==> config.mk <==
export PLATFORM = sky130hd
export DESIGN_NAME = dds_gen
export DESIGN_NICKNAME = d
export VERILOG_FILES = /design/src/rtl/dds_pkg.sv /design/src/rtl/dds_sine_lut.sv /design/src/rtl/dds_gen.sv
export SDC_FILE = /design/constraint.sdc
export NUM_CORES = 1
export LEC_CHECK = 0
export CORE_ASPECT_RATIO = 1.4
export CORE_MARGIN = 2
export CORE_UTILIZATION = 53
export DETAILED_ROUTE_END_ITERATION = 10
export GPL_TIMING_DRIVEN = 0
export PLACE_DENSITY = 0.72
export SYNTH_ARGS = -nofsm -noshare
export SYNTH_HDL_FRONTEND = slang
export SYNTH_SLANG_ARGS = --single-unit
==> constraint.sdc <==
create_clock -name sys_clk -period 7.05 [get_ports sys_clk]
set_input_delay 1.41 -clock sys_clk [delete_from_list [all_inputs] [get_ports sys_clk]]
set_output_delay 1.41 -clock sys_clk [all_outputs]
set_load 0.02 [all_outputs]
==> src/rtl/dds_pkg.sv <==
// rtl/dds_pkg.sv - shared waveform codes and default widths for the DDS generator
package dds_pkg;

    localparam int DEF_PHASE_W = 32;
    localparam int DEF_ADDR_W  = 10;
    localparam int DEF_DATA_W  = 8;

    typedef enum logic [1:0] {
        WAVE_SINE   = 2'd0,
        WAVE_SQUARE = 2'd1,
        WAVE_TRI    = 2'd2,
        WAVE_SAW    = 2'd3
    } wave_e;

endpackage

==> src/rtl/dds_sine_lut.sv <==
// rtl/dds_sine_lut.sv - quarter-wave sine ROM with one-cycle registered read
module dds_sine_lut
    import dds_pkg::*;
#(
    parameter int ADDR_W = DEF_ADDR_W - 2,
    parameter int DATA_W = DEF_DATA_W - 1
)(
    input  logic              i_clk,
    input  logic [ADDR_W-1:0] i_addr,
    output logic [DATA_W-1:0] o_data
);

    // Entries are sampled at half-step offsets so the quarter folds symmetrically.
    function automatic logic [DATA_W-1:0] sine_entry(input int k);
        real x;
        x = (2.0 ** DATA_W - 1.0) * $sin(3.14159265358979 / 2.0 * (k + 0.5) / (2.0 ** ADDR_W));
        return DATA_W'($rtoi(x + 0.5));
    endfunction

    logic [DATA_W-1:0] w_rom [2**ADDR_W];
    logic [DATA_W-1:0] r_data;

    for (genvar k = 0; k < 2**ADDR_W; k++) begin : g_rom
        localparam logic [DATA_W-1:0] ENTRY = sine_entry(k);
        assign w_rom[k] = ENTRY;
    end

    always_ff @(posedge i_clk) begin
        r_data <= w_rom[i_addr];
    end

    assign o_data = r_data;

endmodule

==> src/rtl/dds_gen.sv <==
// rtl/dds_gen.sv - DDS waveform generator: phase accumulator, 3-stage shaper, shadowed config
module dds_gen
    import dds_pkg::*;
#(
    parameter int PHASE_W = DEF_PHASE_W,
    parameter int ADDR_W  = DEF_ADDR_W,
    parameter int DATA_W  = DEF_DATA_W
)(
    input  logic               sys_clk,
    input  logic               sys_rst,
    input  logic               en,
    input  logic               cfg_valid,
    output logic               cfg_ready,
    input  logic [PHASE_W-1:0] cfg_fword,
    input  logic [ADDR_W-1:0]  cfg_poff,
    input  logic [1:0]         cfg_wave,
    input  logic [DATA_W:0]    cfg_amp,
    output logic [DATA_W-1:0]  wave_out,
    output logic               wave_vld,
    output logic               phase_wrap
);

    localparam logic [DATA_W-1:0] MID       = {1'b1, {(DATA_W-1){1'b0}}};
    localparam logic [DATA_W:0]   AMP_UNITY = {1'b1, {DATA_W{1'b0}}};

    logic [PHASE_W-1:0] r_sh_fword, r_fword, r_acc;
    logic [ADDR_W-1:0]  r_sh_poff, r_poff;
    logic [1:0]         r_sh_wave, r_wave;
    logic [DATA_W:0]    r_sh_amp, r_amp;
    logic               r_pending, r_ready, r_wrap;
    logic [PHASE_W:0]   w_sum;
    logic               w_accept, w_commit;
    logic [DATA_W:0]    w_amp_clamped;

    assign w_sum         = {1'b0, r_acc} + {1'b0, r_fword};
    assign w_accept      = cfg_valid && r_ready;
    // While running, config only swaps on the carry so a period is never split.
    assign w_commit      = r_pending && (!en || w_sum[PHASE_W]);
    assign w_amp_clamped = cfg_amp[DATA_W] ? AMP_UNITY : cfg_amp;

    always_ff @(posedge sys_clk) begin
        if (sys_rst) begin
            r_sh_fword <= '0;
            r_sh_poff  <= '0;
            r_sh_wave  <= WAVE_SINE;
            r_sh_amp   <= AMP_UNITY;
            r_fword    <= '0;
            r_poff     <= '0;
            r_wave     <= WAVE_SINE;
            r_amp      <= AMP_UNITY;
            r_pending  <= 1'b0;
            r_ready    <= 1'b0;
        end else if (w_accept) begin
            r_sh_fword <= cfg_fword;
            r_sh_poff  <= cfg_poff;
            r_sh_wave  <= cfg_wave;
            r_sh_amp   <= w_amp_clamped;
            r_pending  <= 1'b1;
            r_ready    <= 1'b0;
        end else if (w_commit) begin
            r_fword    <= r_sh_fword;
            r_poff     <= r_sh_poff;
            r_wave     <= r_sh_wave;
            r_amp      <= r_sh_amp;
            r_pending  <= 1'b0;
            r_ready    <= 1'b1;
        end else begin
            r_ready    <= !r_pending;
        end
    end

    always_ff @(posedge sys_clk) begin
        if (sys_rst) begin
            r_acc  <= '0;
            r_wrap <= 1'b0;
        end else begin
            r_wrap <= en && w_sum[PHASE_W];
            if (en) begin
                r_acc <= w_sum[PHASE_W-1:0];
            end
        end
    end

    // Stage 1: phase address; wave/amp travel with the sample they belong to.
    logic [ADDR_W-1:0] r_addr;
    logic [1:0]        r_wave1, r_wave2;
    logic [DATA_W:0]   r_amp1, r_amp2;
    logic              r_en1, r_en2, r_neg2, r_vld;

    always_ff @(posedge sys_clk) begin
        if (sys_rst) begin
            r_addr  <= '0;
            r_wave1 <= WAVE_SINE;
            r_amp1  <= AMP_UNITY;
            r_en1   <= 1'b0;
        end else begin
            r_addr  <= r_acc[PHASE_W-1 -: ADDR_W] + r_poff;
            r_wave1 <= r_wave;
            r_amp1  <= r_amp;
            r_en1   <= en;
        end
    end

    // Stage 2: quarter-wave lookup folded by quadrant, plus the piecewise-linear shapes.
    logic [ADDR_W-3:0] w_i, w_lut_addr;
    logic [DATA_W-2:0] w_m;
    logic [DATA_W-1:0] w_tri, w_shape, r_shape2, w_raw;

    assign w_i        = r_addr[ADDR_W-3:0];
    assign w_lut_addr = r_addr[ADDR_W-2] ? ~w_i : w_i;
    assign w_tri      = r_addr[ADDR_W-2 -: DATA_W];

    dds_sine_lut #(
        .ADDR_W (ADDR_W - 2),
        .DATA_W (DATA_W - 1)
    ) u_sine_lut (
        .i_clk  (sys_clk),
        .i_addr (w_lut_addr),
        .o_data (w_m)
    );

    always_comb begin
        w_shape = '0;
        case (r_wave1)
            WAVE_SQUARE: w_shape = {DATA_W{~r_addr[ADDR_W-1]}};
            WAVE_TRI:    w_shape = r_addr[ADDR_W-1] ? ~w_tri : w_tri;
            WAVE_SAW:    w_shape = r_addr[ADDR_W-1 -: DATA_W];
            default:     w_shape = '0;
        endcase
    end

    always_ff @(posedge sys_clk) begin
        if (sys_rst) begin
            r_shape2 <= '0;
            r_wave2  <= WAVE_SINE;
            r_amp2   <= AMP_UNITY;
            r_neg2   <= 1'b0;
            r_en2    <= 1'b0;
        end else begin
            r_shape2 <= w_shape;
            r_wave2  <= r_wave1;
            r_amp2   <= r_amp1;
            r_neg2   <= r_addr[ADDR_W-1];
            r_en2    <= r_en1;
        end
    end

    assign w_raw = (r_wave2 != WAVE_SINE) ? r_shape2 :
                   r_neg2 ? (MID - DATA_W'(1) - {1'b0, w_m}) : (MID + {1'b0, w_m});

    // Stage 3: gain about midscale; |s*amp| >> DATA_W never exceeds half range.
    logic signed [DATA_W:0]     w_s;
    logic signed [2*DATA_W+1:0] w_prod;
    logic [DATA_W-1:0]          w_scaled, r_wave_out;

    assign w_s      = $signed({1'b0, w_raw}) - $signed({1'b0, MID});
    assign w_prod   = w_s * $signed({1'b0, r_amp2});
    assign w_scaled = DATA_W'(w_prod >>> DATA_W);

    always_ff @(posedge sys_clk) begin
        if (sys_rst) begin
            r_wave_out <= MID;
            r_vld      <= 1'b0;
        end else begin
            r_vld <= r_en2;
            if (r_en2) begin
                r_wave_out <= MID + w_scaled;
            end
        end
    end

    assign cfg_ready  = r_ready;
    assign wave_out   = r_wave_out;
    assign wave_vld   = r_vld;
    assign phase_wrap = r_wrap;

endmodule

==> metrics.csv <==
metric,value,unit
number of fill cells,2131,
highest clock rate,151.8,MHz
pwr/cell area,163.6,nW/um^2
die area,25290,um^2
mean routed wirelength per cell,16.34,um
Power Total,2.361,mW
"Top FF cell, synth",dfxtp_1,
CTS Sinks,200,
Crit path max-delay family,adder cells,
Synth async-reset ratio,0,%
most frequent CP cell,fa_1,
placed cell area,13780,um^2
Core Region,23810,um^2
Initial Util,53.47,%
post-synthesis sequential area ratio,31.45,%
Tightest Pin Transition,1.137,ns
CP endpoint kind,flip-flop,
Total Wirelength,31570,um
share of post-route cells with drive strength above 1,8.138,%
Worst Path Max Fanout,10,
Post-Synth Adder-Cell Area,16.47,%
cell area after synthesis,12730,um^2
Synth Area in Simple Gates,19.74,%
max-slew violation count,0,
Critical Path AT,6.93,ns
routed vias/inst,5.551,
worst vdd ir,0.2454,mV
Final Hold Vio Count,0,
status,completed,
# nets final,1803,
register bit total from synthesis,200,
Rel. slew slack,23.63,%
Longest Clk Path Bufs,2,
XOR/XNOR Fraction of Synth Area,4.875,%
"Largest stage delay, worst path",0.56,ns
max_cap viols,0,
Die Ht,187.4,um
Total Routing Usage GR,25.65,%
GRT overflow,0,
leak pwr,5.920,nW
"EDFF count, synth",0,
setup TNS,0,ns
Hold Buf Count CTS,0,
slowest cell on the critical path,fa_1,
via count,10730,
worst skew pair latency,0.46,ns
initial DRC count,681,
Rows,67,
Worst setup SP type,flip-flop,
Unique masters post-synth,74,
IO Count,68,
post-synthesis compound-gate area fraction,19.83,%
Max H-tree Level,4,
Period minus WS final,6.590,ns
cells after synthesis,1524,
RSZ-0062 raised after global routing,false,
worst path buffer plus inverter count,5,
GPL Wtd Cong,0.9627,
CP Cell Sequence,or2_1 > buf_2 > buf_1 > nor2_1 > a21oi_2 > nand2b_1 > fa_1 > fa_1 > inv_1 > fa_1 > fa_1 > inv_1 > fa_1 > inv_1 > ha_1 > a21oi_1 > o41ai_4 > a2111oi_4 > o311ai_4 > a21oi_2 > xnor2_1 > a211o_1,
Die Span X,135.0,um
Synth Warn #,0,
clock skew,0.01107,ns
largest family of logic cells by synthesized area,compound AO/OA/AOI/OAI gates,
DRC viols,0,
Hold Path Class,flip-flop to flip-flop,
pin count of the biggest net entering global routing,23,
initial antenna violation count,0,
period utilisation layout,93.47,%
Syn Area/Cell,8.354,um^2
Num CTS Buffers,17,
Crit Path Category,flip-flop to flip-flop,
vias in the first global route,10830,
first-pass GRT wire length,52120,um
clock-pin slew on the worst setup and hold paths,0.08,ns
Area Growth Syn to Fin,13.37,%
mux cell area share after synthesis,2.290,%
required time of the critical path,7.39,ns
Util after Layout,60.62,%
clock root buffer,clkbuf_16,
final number of setup-violating endpoints,0,
DRT antenna net count,0,
CTS tree,yes,
final instance area,14430,um^2
ant diodes,0,
hpwl dp,24270,um
syn_nets,1718,
detailed-router iteration count before antenna repair,5,
# port buffers,66,
-- registers in the layout, indices dropped and copies added (netlist names), 8 cells and up --
| signal | count |
|---|---|
| r_acc | 32 |
| r_addr | 10 |
| r_amp | 9 |
| r_amp1 | 9 |
| r_amp2 | 9 |
| r_fword | 32 |
| r_poff | 10 |
| r_sh_amp | 9 |
| r_sh_fword | 32 |
| r_sh_poff | 10 |
| r_shape2 | 8 |
| wave_out | 8 |
-- final cells by class --
cell class / count / area [um^2] / area share (%)
Clock inverter: 15 / 212.7 / 1.474
Buffer: 90 / 390.4 / 2.705
Timing Repair Buffer: 66 / 660.6 / 4.577
Clock buffer: 17 / 425.4 / 2.948
Tap cell: 310 / 387.9 / 2.687
Multi-Input combinational cell: 1157 / 8063 / 55.86
Sequential cell: 200 / 4004 / 27.74
Inverter: 77 / 289.0 / 2.003
-- cell families (layout without fill, tap and decap cells) --
| group | Yosys count | in the layout |
|---|---|---|
| compound gates | 374 | 374 |
| xor+xnor | 70 | 70 |
| fa+ha+maj | 137 | 137 |
| buf+inv | 167 | 265 |
| flops | 200 | 200 |
| mux | 29 | 29 |
| simple gates | 547 | 547 |
-- metrics by stage --
stage	hold slack, ns	std cells	setup WS [ns]
2_1_floorplan	0.3895	1524	1.094
3_3_place_gp	0.4006	1900	0.3513
3_5_place_dp	0.4091	1900	0.2663
4_1_cts	0.4287	1932	0.2433
5_1_grt	0.4419	1932	0.05537
6_report	0.4267	1932	0.4603
-- Yosys cell counts (all sizes together), types with 6 or more instances --
master | count | share of area, %
inv | 77 | 2.3
a21o | 19 | 1.1
nand3 | 19 | 0.75
o22ai | 8 | 0.39
mux2i | 28 | 2.2
o21ai | 51 | 2.1
nand2b | 17 | 0.84
or3 | 6 | 0.29
fa | 51 | 8.0
o21a | 8 | 0.47
nor2b | 66 | 3.2
nor3 | 11 | 0.43
a211oi | 14 | 1.1
nor2 | 101 | 3.0
ha | 86 | 8.5
clkbuf | 63 | 1.9
dfxtp | 200 | 31
o211ai | 11 | 0.80
nand2 | 286 | 9.0
nand3b | 10 | 0.59
nand4 | 8 | 0.39
xor2 | 27 | 1.9
xnor2 | 43 | 3.0
a21oi | 182 | 8.0
a311oi | 8 | 0.69
buf | 27 | 1.2
a31oi | 14 | 0.69
and2 | 11 | 0.54
a22oi | 8 | 0.47
-- per-layer routing --
metal / share of wire, % / GRT usage (%)
met5: 0 / 0
met4: 3.8 / 10.74
met3: 3.3 / 3.713
met2: 54 / 49.08
met1: 39 / 27.55
-- worst register-to-register path, stage by stage (launching register included) --
cell and delay, ns:
dfxtp_1 0.35, or2_1 0.10, buf_2 0.18, buf_1 0.42
nor2_1 0.12, a21oi_2 0.43, nand2b_1 0.21, fa_1 0.45
fa_1 0.50, inv_1 0.06, fa_1 0.52, fa_1 0.56
inv_1 0.05, fa_1 0.51, inv_1 0.05, ha_1 0.33
a21oi_1 0.24, o41ai_4 0.17, a2111oi_4 0.50, o311ai_4 0.17
a21oi_2 0.19, xnor2_1 0.08, a211o_1 0.30
-- placed cells by master, fill, tap and decap left out, types with 29 or more instances in the layout --
master           instances
nor2_1                 101
clkdlybuf4s50_1         66
o21ai_0                 32
fa_1                    51
nor2b_1                 66
a21oi_1                148
dfxtp_1                200
nand2_2                 29
clkbuf_1                63
inv_1                   74
ha_1                    86
xnor2_1                 43
nand2_1                257
a21oi_2                 34
-- path summary, 6_finish.rpt --
path | cells past startpoint | to | from | slack, ns
max | 22 | wave_out[7] | r_wave2[1] | 0.46
min | 1 | r_amp2[8] | r_amp1[8] | 0.43
max reg2reg | 22 | wave_out[7] | r_wave2[1] | 0.46
min reg2reg | 1 | r_amp2[8] | r_amp1[8] | 0.43
-- what timing repair did --
| item | 4_1_cts | 5_1_grt |
|---|---|---|
| buffers inserted | 0 | 0 |
| endpoints found under the setup margin | 0 | 1 |
| gates resized for setup | 0 | 4 |
-- power breakdown --
| part | internal, mW | switching (mW) |
|---|---|---|
| Combinational | 0.0684 | 0.0980 |
| Clock | 0.524 | 0.509 |
| Sequential | 1.15 | 0.0122 |
Note: power is estimated with default switching activity, not from simulation.
==> patch: new RTL, config.mk and constraints unchanged <==
The package constant `DEF_DATA_W` goes from 8 to 7.
--- a/src/rtl/dds_pkg.sv
+++ b/src/rtl/dds_pkg.sv
@@ -5,3 +5,3 @@
     localparam int DEF_ADDR_W  = 10;
-    localparam int DEF_DATA_W  = 8;
+    localparam int DEF_DATA_W  = 7;
 
Interface: changed (resized cfg_amp and wave_out); port bits go from 68 to 66. No check against the original RTL was run, so the function may have changed too.
==> patch against the unedited design <==
Power shrank 3.8%; first-iteration DRC count grew 1.6%; largest cell class unchanged; die area shrank 7.6%; routed wire length shrank 8.3%; synthesized area shrank 7.8%; largest power group unchanged; critical path depth shrank 3; sequential cell count shrank 7; cell area shrank 7.3%; setup slack gained 730 ps; worst hold slack lost 4.7 ps; sequential share of layout area grew 1.1 points.
==> patch: results (changes against the unedited design) <==
Run status: complete, no violations (unchanged)
Critical path type: flop to flop (unchanged)
Library cell used as clock root buffer: clkbuf_16 (unchanged)
Maximum count of clock buffers along a single path: 2 (unchanged)
Maximum number of pins on one net before global-route repair: 22 (was 23)
Diodes inserted: 0 (unchanged)
Number of buffers inserted by port buffering: 65 (was 66)
GR Util All Layers: 0.2527 (was 0.2565)
CTS H-Tree Depth: 4 (unchanged)
Dpl ws: 1150 ps (was 266.3 ps)
P_leak: 5.545 nW (was 5.920 nW)
Most frequent cells after synthesis: nand2_1, dfxtp_1, a21oi_1 (unchanged)
Clock Latency Late Sink: 450 ps
Antenna violations before repair: 0 (unchanged)
Reg-to-reg startpoint: r_wave2[1] (unchanged)
First-pass GRT wire length: 47,560 um (was 52,120 um)
Met1 track demand over resource in global routing: 0.2641 (was 0.2755)
Slew margin rel.: 0.4170 (was 0.2363)
Violation count after the first detailed-routing iteration: 692 (was 681)
Maximum net fanout on the critical path: 10 (unchanged)
Via count of the first global-routing pass: 9,993 (was 10.83k)
Worst clock skew: 19.08 ps (was 11.07 ps)
First-pass iteration count of the detailed router: 5 (unchanged)
Placed instance area: 12,760 sq um (was 13,780 sq um)
Synth top area cells: dfxtp_1, ha_1, nand2_1, fa_1, mux2i_1 (was dfxtp_1, ha_1, fa_1, nand2_1, a21oi_1)
Post-synthesis net count: 1,578 (was 1,718)
Fill count: 1,995 (was 2,131)
Post-cts resize count: 0 (unchanged)
Hold Path Class: flop to flop (unchanged)
Post-DR vias/cell: 5.529 (was 5.551)
Routability congestion estimate: 0.8727 (was 0.9627)
Global-route track usage on met2: 0.4880 (was 0.4908)
Hold Crit Start: r_amp1[7] (was r_amp1[8])
Proportion of synthesized chip area in sequential cells: 0.3291 (was 0.3145)
Data arrival time of the critical path: 6190 ps (was 6930 ps)
Number of distinct standard cells referenced by the synthesized netlist: 63 (was 74)
TritonCTS Buffers: 17 (unchanged)
Routed length per instance: 16.03 um (was 16.34 um)
Synth Warn #: 0 (unchanged)
Fraction of layout cells with a size suffix above 1: 0.03117 (was 0.08138)
Count of mapped cells out of synthesis: 1,411 (was 1,524)
Post-synth ARST share: 0 (unchanged)
Global Route met3 Usage: 0.03563 (was 0.03713)
Final Net Count: 1,662 (was 1,803)
Routed Wire Length: 28,940 um (was 31,570 um)
Clock transition at the registers of the reported paths: 80 ps (about the same)
Post-CTS Setup Bufs: 0 (unchanged)
Maximum vdd drop: 134.6 uV (was 245.4 uV)
Registers with the most flip-flops: r_acc (32), r_fword (32), r_sh_fword (32) (unchanged)
Detailed placement HPWL: 22,390 um (was 24,270 um)
-- patch: cell types whose count changed after synthesis, moves of 12 or more --
cell and change:
a21oi_2 -30, nor2_1 -19, ha_1 -12, a21oi_1 -34, o21ai_0 +18, a21o_1 +19
mux2i_1 +35, nor2b_1 +13, nand2_2 -29, fa_1 -14, o21ai_1 -16
-- patch: area by class of cell --
cell class	count	area, sq um	area share
clock inverters	15	196.4	0.01468
inverters	69	259.0	0.01935
clock buffers	17	425.4	0.03178
flip-flops and latches	193	3864	0.2887
plain buffers	81	344.1	0.02571
repair buffers	65	650.6	0.04861
well taps	297	371.6	0.02776
multi-input cells	1068	7273	0.5434
-- patch: where the power goes --
group / switching [mW] / internal, mW
logic: 0.0843 / 0.0605
clock network: 0.492 / 0.517
registers: 0.00936 / 1.11
-- patch: path summary, 6_finish.rpt --
kind                               endpoint  slack, ps  depth (start not counted)
worst max-delay path            wave_out[6]       1190                         19
worst min-delay path              r_amp2[7]        420                          1
worst max register to register  wave_out[6]       1190                         19
worst min register to register    r_amp2[7]        420                          1
-- patch: logic make-up after synthesis --
family / Yosys count / synth area share
AOI/OAI and AO/OA: 303 / 0.1609
xor gates and xnor gates: 63 / 0.04700
adders and majority gates: 111 / 0.1420
buffers and inverters: 150 / 0.05137
DFF: 193 / 0.3291
muxes: 72 / 0.06235
and+or+nand+nor: 519 / 0.2073
-- patch: routing by layer --
| layer | part of all wire | vias up |
|---|---|---|
| li1 | - | 4961 |
| met1 | 0.38 | 4753 |
| met2 | 0.56 | 200 |
| met3 | 0.029 | 66 |
| met4 | 0.036 | 0 |
| met5 | 0 | - |
-- patch: critical path, stage by stage (launching register included) --
cell and delay, ps:
dfxtp_1 320, or2_2 100, clkbuf_1 170, clkbuf_1 330, nor2_1 90, a21oi_1 610
nand2b_1 210, fa_1 450, fa_1 560, inv_1 60, fa_1 560, inv_1 70
fa_1 530, inv_1 40, ha_1 310, a21oi_1 300, o21ai_0 300, a211oi_1 310
xnor2_1 130, a211o_1 300
